<file path="config.mk">
export PLATFORM = sky130hd
export DESIGN_NAME = if_pc_stage
export DESIGN_NICKNAME = d
export VERILOG_FILES = /design/src/rtl/if_pc_stage.sv
export SDC_FILE = /design/constraint.sdc
export NUM_CORES = 1
export LEC_CHECK = 0
export BUFFER_PORTS_ARGS = -buffer_cell sky130_fd_sc_hd__buf_2
export CELL_PAD_IN_SITES_DETAIL_PLACEMENT = 0
export CELL_PAD_IN_SITES_GLOBAL_PLACEMENT = 1
export CORE_ASPECT_RATIO = 0.7
export CORE_UTILIZATION = 33
export DETAILED_ROUTE_END_ITERATION = 6
export PLACE_DENSITY_LB_ADDON = 0.08
export SETUP_SLACK_MARGIN = 0.05
export SLEW_MARGIN = 15
export SYNTH_ARGS = -nofsm -noshare
export SYNTH_HDL_FRONTEND = slang
export SYNTH_SLANG_ARGS = --single-unit
</file>
<file path="constraint.sdc">
create_clock -name clk_i -period 4.2 [get_ports clk_i]
set_input_delay 1.05 -clock clk_i [delete_from_list [all_inputs] [get_ports clk_i]]
set_output_delay 1.05 -clock clk_i [all_outputs]
set_load 0.03 [all_outputs]
</file>
<file path="src/rtl/if_pc_stage.sv">
// Instruction-fetch stage: program counter, next-PC selection and the IF/ID
// pipeline register, with a one-cycle bubble after reset and on every redirect.
module if_pc_stage #(
    parameter int               WIDTH    = 32,
    parameter logic [WIDTH-1:0] RESET_PC = '0
) (
    input  logic             clk_i,
    input  logic             rst_i,
    input  logic [WIDTH-1:0] pc_plus4_i,
    input  logic [WIDTH-1:0] branch_target_i,
    input  logic             branch_taken_i,
    input  logic             stall_i,
    input  logic [WIDTH-1:0] instr_i,
    output logic [WIDTH-1:0] pc_o,
    output logic [WIDTH-1:0] ifid_pc_plus4_o,
    output logic [WIDTH-1:0] ifid_instr_o,
    output logic             ifid_valid_o,
    output logic [WIDTH-1:0] fetch_cnt_o
);

    typedef enum logic {
        WARMUP = 1'b0,
        RUN    = 1'b1
    } state_t;

    state_t           state_q, state_d;
    logic [WIDTH-1:0] pc_q, pc_d;
    logic [WIDTH-1:0] ifid_pc_plus4_q, ifid_pc_plus4_d;
    logic [WIDTH-1:0] ifid_instr_q, ifid_instr_d;
    logic             ifid_valid_q, ifid_valid_d;
    logic [WIDTH-1:0] fetch_cnt_q, fetch_cnt_d;

    always_ff @(posedge clk_i or posedge rst_i) begin
        if (rst_i) begin
            state_q         <= WARMUP;
            pc_q            <= RESET_PC;
            ifid_pc_plus4_q <= '0;
            ifid_instr_q    <= '0;
            ifid_valid_q    <= 1'b0;
            fetch_cnt_q     <= '0;
        end else begin
            state_q         <= state_d;
            pc_q            <= pc_d;
            ifid_pc_plus4_q <= ifid_pc_plus4_d;
            ifid_instr_q    <= ifid_instr_d;
            ifid_valid_q    <= ifid_valid_d;
            fetch_cnt_q     <= fetch_cnt_d;
        end
    end

    always_comb begin
        state_d         = state_q;
        pc_d            = pc_q;
        ifid_pc_plus4_d = ifid_pc_plus4_q;
        ifid_instr_d    = ifid_instr_q;
        ifid_valid_d    = ifid_valid_q;
        fetch_cnt_d     = fetch_cnt_q;

        unique case (state_q)
            WARMUP: begin
                // All inputs ignored: the adders are still settling on RESET_PC.
                state_d         = RUN;
                pc_d            = RESET_PC;
                ifid_pc_plus4_d = '0;
                ifid_instr_d    = '0;
                ifid_valid_d    = 1'b0;
            end
            RUN: begin
                if (branch_taken_i) begin
                    // Redirect beats stall; the wrong-path fetch becomes a bubble.
                    pc_d            = {branch_target_i[WIDTH-1:2], 2'b00};
                    ifid_pc_plus4_d = '0;
                    ifid_instr_d    = '0;
                    ifid_valid_d    = 1'b0;
                end else if (!stall_i) begin
                    pc_d            = {pc_plus4_i[WIDTH-1:2], 2'b00};
                    ifid_pc_plus4_d = pc_plus4_i;
                    ifid_instr_d    = instr_i;
                    ifid_valid_d    = 1'b1;
                    fetch_cnt_d     = fetch_cnt_q + 1'b1;
                end
            end
            default: state_d = WARMUP;
        endcase
    end

    assign pc_o            = pc_q;
    assign ifid_pc_plus4_o = ifid_pc_plus4_q;
    assign ifid_instr_o    = ifid_instr_q;
    assign ifid_valid_o    = ifid_valid_q;
    assign fetch_cnt_o     = fetch_cnt_q;

endmodule

</file>
==> run summary <==
The run finished with clean final reports. For the required time at the worst-slack endpoint, the log shows 4540 ps. Setup violations remaining at the end of the flow were counted as 0.

The run gives 0.453 as the relative slew slack. The run gives 0 as the final-report max-slew violation count. After clock tree synthesis, the setup repair step added 0 buffers. The count of cell types in the netlist was 30; the clock skew was 10.0 ps.

The internal portion of the total power is 2.52 mW. Switching share of power: 0.260. After detailed routing, the number of remaining DRC violations is 0.

The average instance in the mapped netlist occupies 11.8 um2. The final critical-path share of the clock period came out at 0.535. The deepest level of the CTS H-tree is 4.

The effective utilization at floorplan came out at 0.342. The highest fanout seen on the critical path came out at 38. Worst hold slack across all endpoints: 480 ps.

The kind of end point of the critical path is a flop. Wire length of the first global-routing pass: 23.4 mm. The number of buffers created by CTS is 17. Clock-pin slew was measured on the worst setup and hold paths at 60 ps.

The share of total power in sequential cells is 0.393. 229 I/O pins were placed. Relative to the synthesized area, the layout overhead comes to 37.5%. IR analysis of the VDD net gives a maximum drop of 0.000285 V.

For the number of nets in the final layout, the log shows 776. The tools report the cell area after technology mapping as 0.00539 mm2. The post-synthesis sequential area ratio is 0.595, and the net switching power figure is 0.887 mW.

The pre-antenna-repair detailed-routing pass consisted of 4 iterations. The proportion of layout cells with a drive suffix above 1 was 0.391. The proportion of power drawn by combinational gates came out at 0.122. The buffer cell driving the clock tree root was sky130_fd_sc_hd__clkbuf_16.

Before CTS, the worst setup slack after placement is 1520 ps. The clock network power share was 0.486. The floorplan die area is 0.0168 mm2. The global routing usage summed across all routing layers is 0.182, and the max-capacitance violation count is 0. Across all layers, the routed design uses 4327 vias. The x dimension of the die came out at 155 um.

After layout, the minimum clock period comes to 2250 ps. For the remaining antenna violation count after routing, the log shows 0. At the pin with the least slew margin, the transition time is 819 ps. Path class of the lowest-slack min-delay path: reg2reg.

The library cell used most frequently in the layout, excluding fill and tap cells, is sky130_fd_sc_hd__buf_2. The tools report the number of antenna violations at the first check in global routing as 2. The leakage power summed over all cells is 3.95 nW. The insertion delay to the later sink of the worst-skew pair came out at 410 ps.

The number of hold buffers added after CTS was 0. At the end of routability-driven placement, the weighted congestion stood at 0.733. The critical path class was in2reg. Setup repair after global routing left no endpoint under its margin. Row generation in the floorplan step produced 38 rows. The per-cell via count in the routed design works out to 4.76. The area of the placeable core is 0.0157 mm2. No sink is reached through more buffers than the 2 on the longest clock path. The power density relative to cell area works out to 460 mW/mm2. Worst setup margin: 1950 ps. STA classifies the critical path startpoint as an input pin. The run gives 0 as the yosys synthesis warning count. The placed wire-length estimate after detailed placement came out at 9.94 mm. The logs give 0 ps for the post-route setup TNS and 455 for the number of standard cells after synthesis. The total wirelength of the detailed-routed design is 15.0 mm, and the maximum number of pins on one net before global-route repair is 129. At the worst endpoint, the arrival time is 2580 ps. The highest achievable clock rate was 445 MHz; the initial DRC count was 226. TritonCTS built the clock tree.

Gates resized during post-CTS repair numbered 0. The clock drives 128 sinks. In the layout the commonest cells are sky130_fd_sc_hd__buf_2, sky130_fd_sc_hd__dfrtp_1, sky130_fd_sc_hd__a22o_1, sky130_fd_sc_hd__nand2_1, sky130_fd_sc_hd__and2_1.

The die is 109 um tall. The via count of the first global-routing pass is 4286. The tools report the number of failing hold endpoints at the final stage as 0. The final global-route overflow total was 0. Buffers placed on the I/O ports in this run total 224.

Dividing the detail-routed wire length by the instance count gives 16.5 um. Counting flops and latches in the post-synthesis netlist gives 128. The run gives 1499 as the layout filler cell count.
==> logic make-up (layout without fill, tap and decap cells) <==
family                   Yosys count  count (layout)  synth area share
AND/OR/NAND/NOR                  131             131             0.133
buffers and inverters             37             269            0.0302
flip-flops                       128             128             0.595
other                              2               4           0.00139
multiplexers                      30              30            0.0557
XOR/XNOR                          31              31            0.0504
AO/OA/AOI/OAI                     95              95             0.133
adder cells (fa/ha/maj)            1               1           0.00232
==> cell type report <==
type                       instances  area, um2  area share
timing repair buffer             231       1200       0.162
antenna                            1       2.50    0.000338
sequential                       128       3200       0.432
tap                              220        275      0.0371
clock inverter                    12        206      0.0279
clock buffer                      20        457      0.0616
inverter                           6       26.3     0.00355
multi-input combinational        291       2040       0.275
==> synthesized netlist by cell type <==
cell type	instances	area, um2
sky130_fd_sc_hd__nand2b_1	1	6.26
sky130_fd_sc_hd__and3_1	2	12.5
sky130_fd_sc_hd__and4_1	4	35.0
sky130_fd_sc_hd__or2_2	1	6.26
sky130_fd_sc_hd__nor4_1	1	6.26
sky130_fd_sc_hd__o21ai_0	30	150
sky130_fd_sc_hd__or3b_1	1	8.76
sky130_fd_sc_hd__xor2_1	5	43.8
sky130_fd_sc_hd__xnor2_1	26	228
sky130_fd_sc_hd__ha_1	1	12.5
sky130_fd_sc_hd__nor3_1	7	35.0
sky130_fd_sc_hd__mux2i_1	30	300
sky130_fd_sc_hd__nor3b_1	1	7.51
sky130_fd_sc_hd__conb_1	2	7.51
sky130_fd_sc_hd__inv_1	6	22.5
sky130_fd_sc_hd__nand4bb_1	1	11.3
sky130_fd_sc_hd__clkbuf_1	21	78.8
sky130_fd_sc_hd__a21oi_1	1	5.00
sky130_fd_sc_hd__and2_1	31	194
sky130_fd_sc_hd__buf_2	7	35.0
sky130_fd_sc_hd__nand4_1	13	81.3
sky130_fd_sc_hd__dfrtp_1	128	3200
sky130_fd_sc_hd__a22o_1	64	561
sky130_fd_sc_hd__nand2_1	47	176
sky130_fd_sc_hd__nor4_4	2	42.5
sky130_fd_sc_hd__buf_6	1	11.3
sky130_fd_sc_hd__nor3_2	1	10.0
sky130_fd_sc_hd__buf_4	2	15.0
sky130_fd_sc_hd__nor2_1	7	26.3
sky130_fd_sc_hd__nand3_1	11	55.1
==> power by group through the flow <==
stage / Clock [mW] / Sequential [mW] / Combinational (mW)
final: 1.66 / 1.34 / 0.415
after global routing: 1.75 / 1.35 / 0.448
after CTS: 1.70 / 1.34 / 0.422
after floorplan: 0 / 1.47 / 0.147
after global placement: 0 / 1.36 / 0.418
after detailed placement: 0 / 1.36 / 0.422
==> per-layer routing <==
layer	track usage	share of wire
met5	0	0.00067
met4	0.0467	0.0045
met3	0.0815	0.088
met2	0.262	0.42
met1	0.248	0.48
==> registers in the layout (all words and copies together), names as in the netlist <==
register and flops:
ifid_instr_o 32, pc_o 30, ifid_pc_plus4_o 32, fetch_cnt_o 32, state_q 1, ifid_valid_o 1
==> path summary, 6_finish.rpt <==
| path | startpoint | slack (ps) | cells after the start | to |
|---|---|---|---|---|
| max reg2reg | fetch_cnt_o[0]$_DFFE_PP0P_ | 2300 | 5 | fetch_cnt_o[12]$_DFFE_PP0P_ |
| min reg2reg | fetch_cnt_o[31]$_DFFE_PP0P_ | 480 | 1 | fetch_cnt_o[31]$_DFFE_PP0P_ |
| max | branch_taken_i | 1950 | 5 | ifid_pc_plus4_o[26]$_DFFE_PP0P_ |
| min in group asynchronous | rst_i | 860 | 3 | fetch_cnt_o[8]$_DFFE_PP0P_ |
| max in group asynchronous | rst_i | 2850 | 3 | ifid_pc_plus4_o[26]$_DFFE_PP0P_ |
| min | fetch_cnt_o[31]$_DFFE_PP0P_ | 480 | 1 | fetch_cnt_o[31]$_DFFE_PP0P_ |
==> stage by stage <==
step           power [mW]  area, um2   util  cells
2_1_floorplan        1.62       5400      -    456
3_3_place_gp         1.78       6740  0.429    876
3_5_place_dp         1.78       6740  0.429    876
4_1_cts              3.46       7410  0.471    908
5_1_grt              3.55       7410  0.471    908
6_report             3.41       7410  0.471    909
==> worst max-delay path: stages <==
cell                       delay (ps)
sky130_fd_sc_hd__buf_2            120
sky130_fd_sc_hd__nand2b_1         230
sky130_fd_sc_hd__nor2_4           660
sky130_fd_sc_hd__buf_12           300
sky130_fd_sc_hd__a22o_1           180
Power figures use the tool's default switching activity.
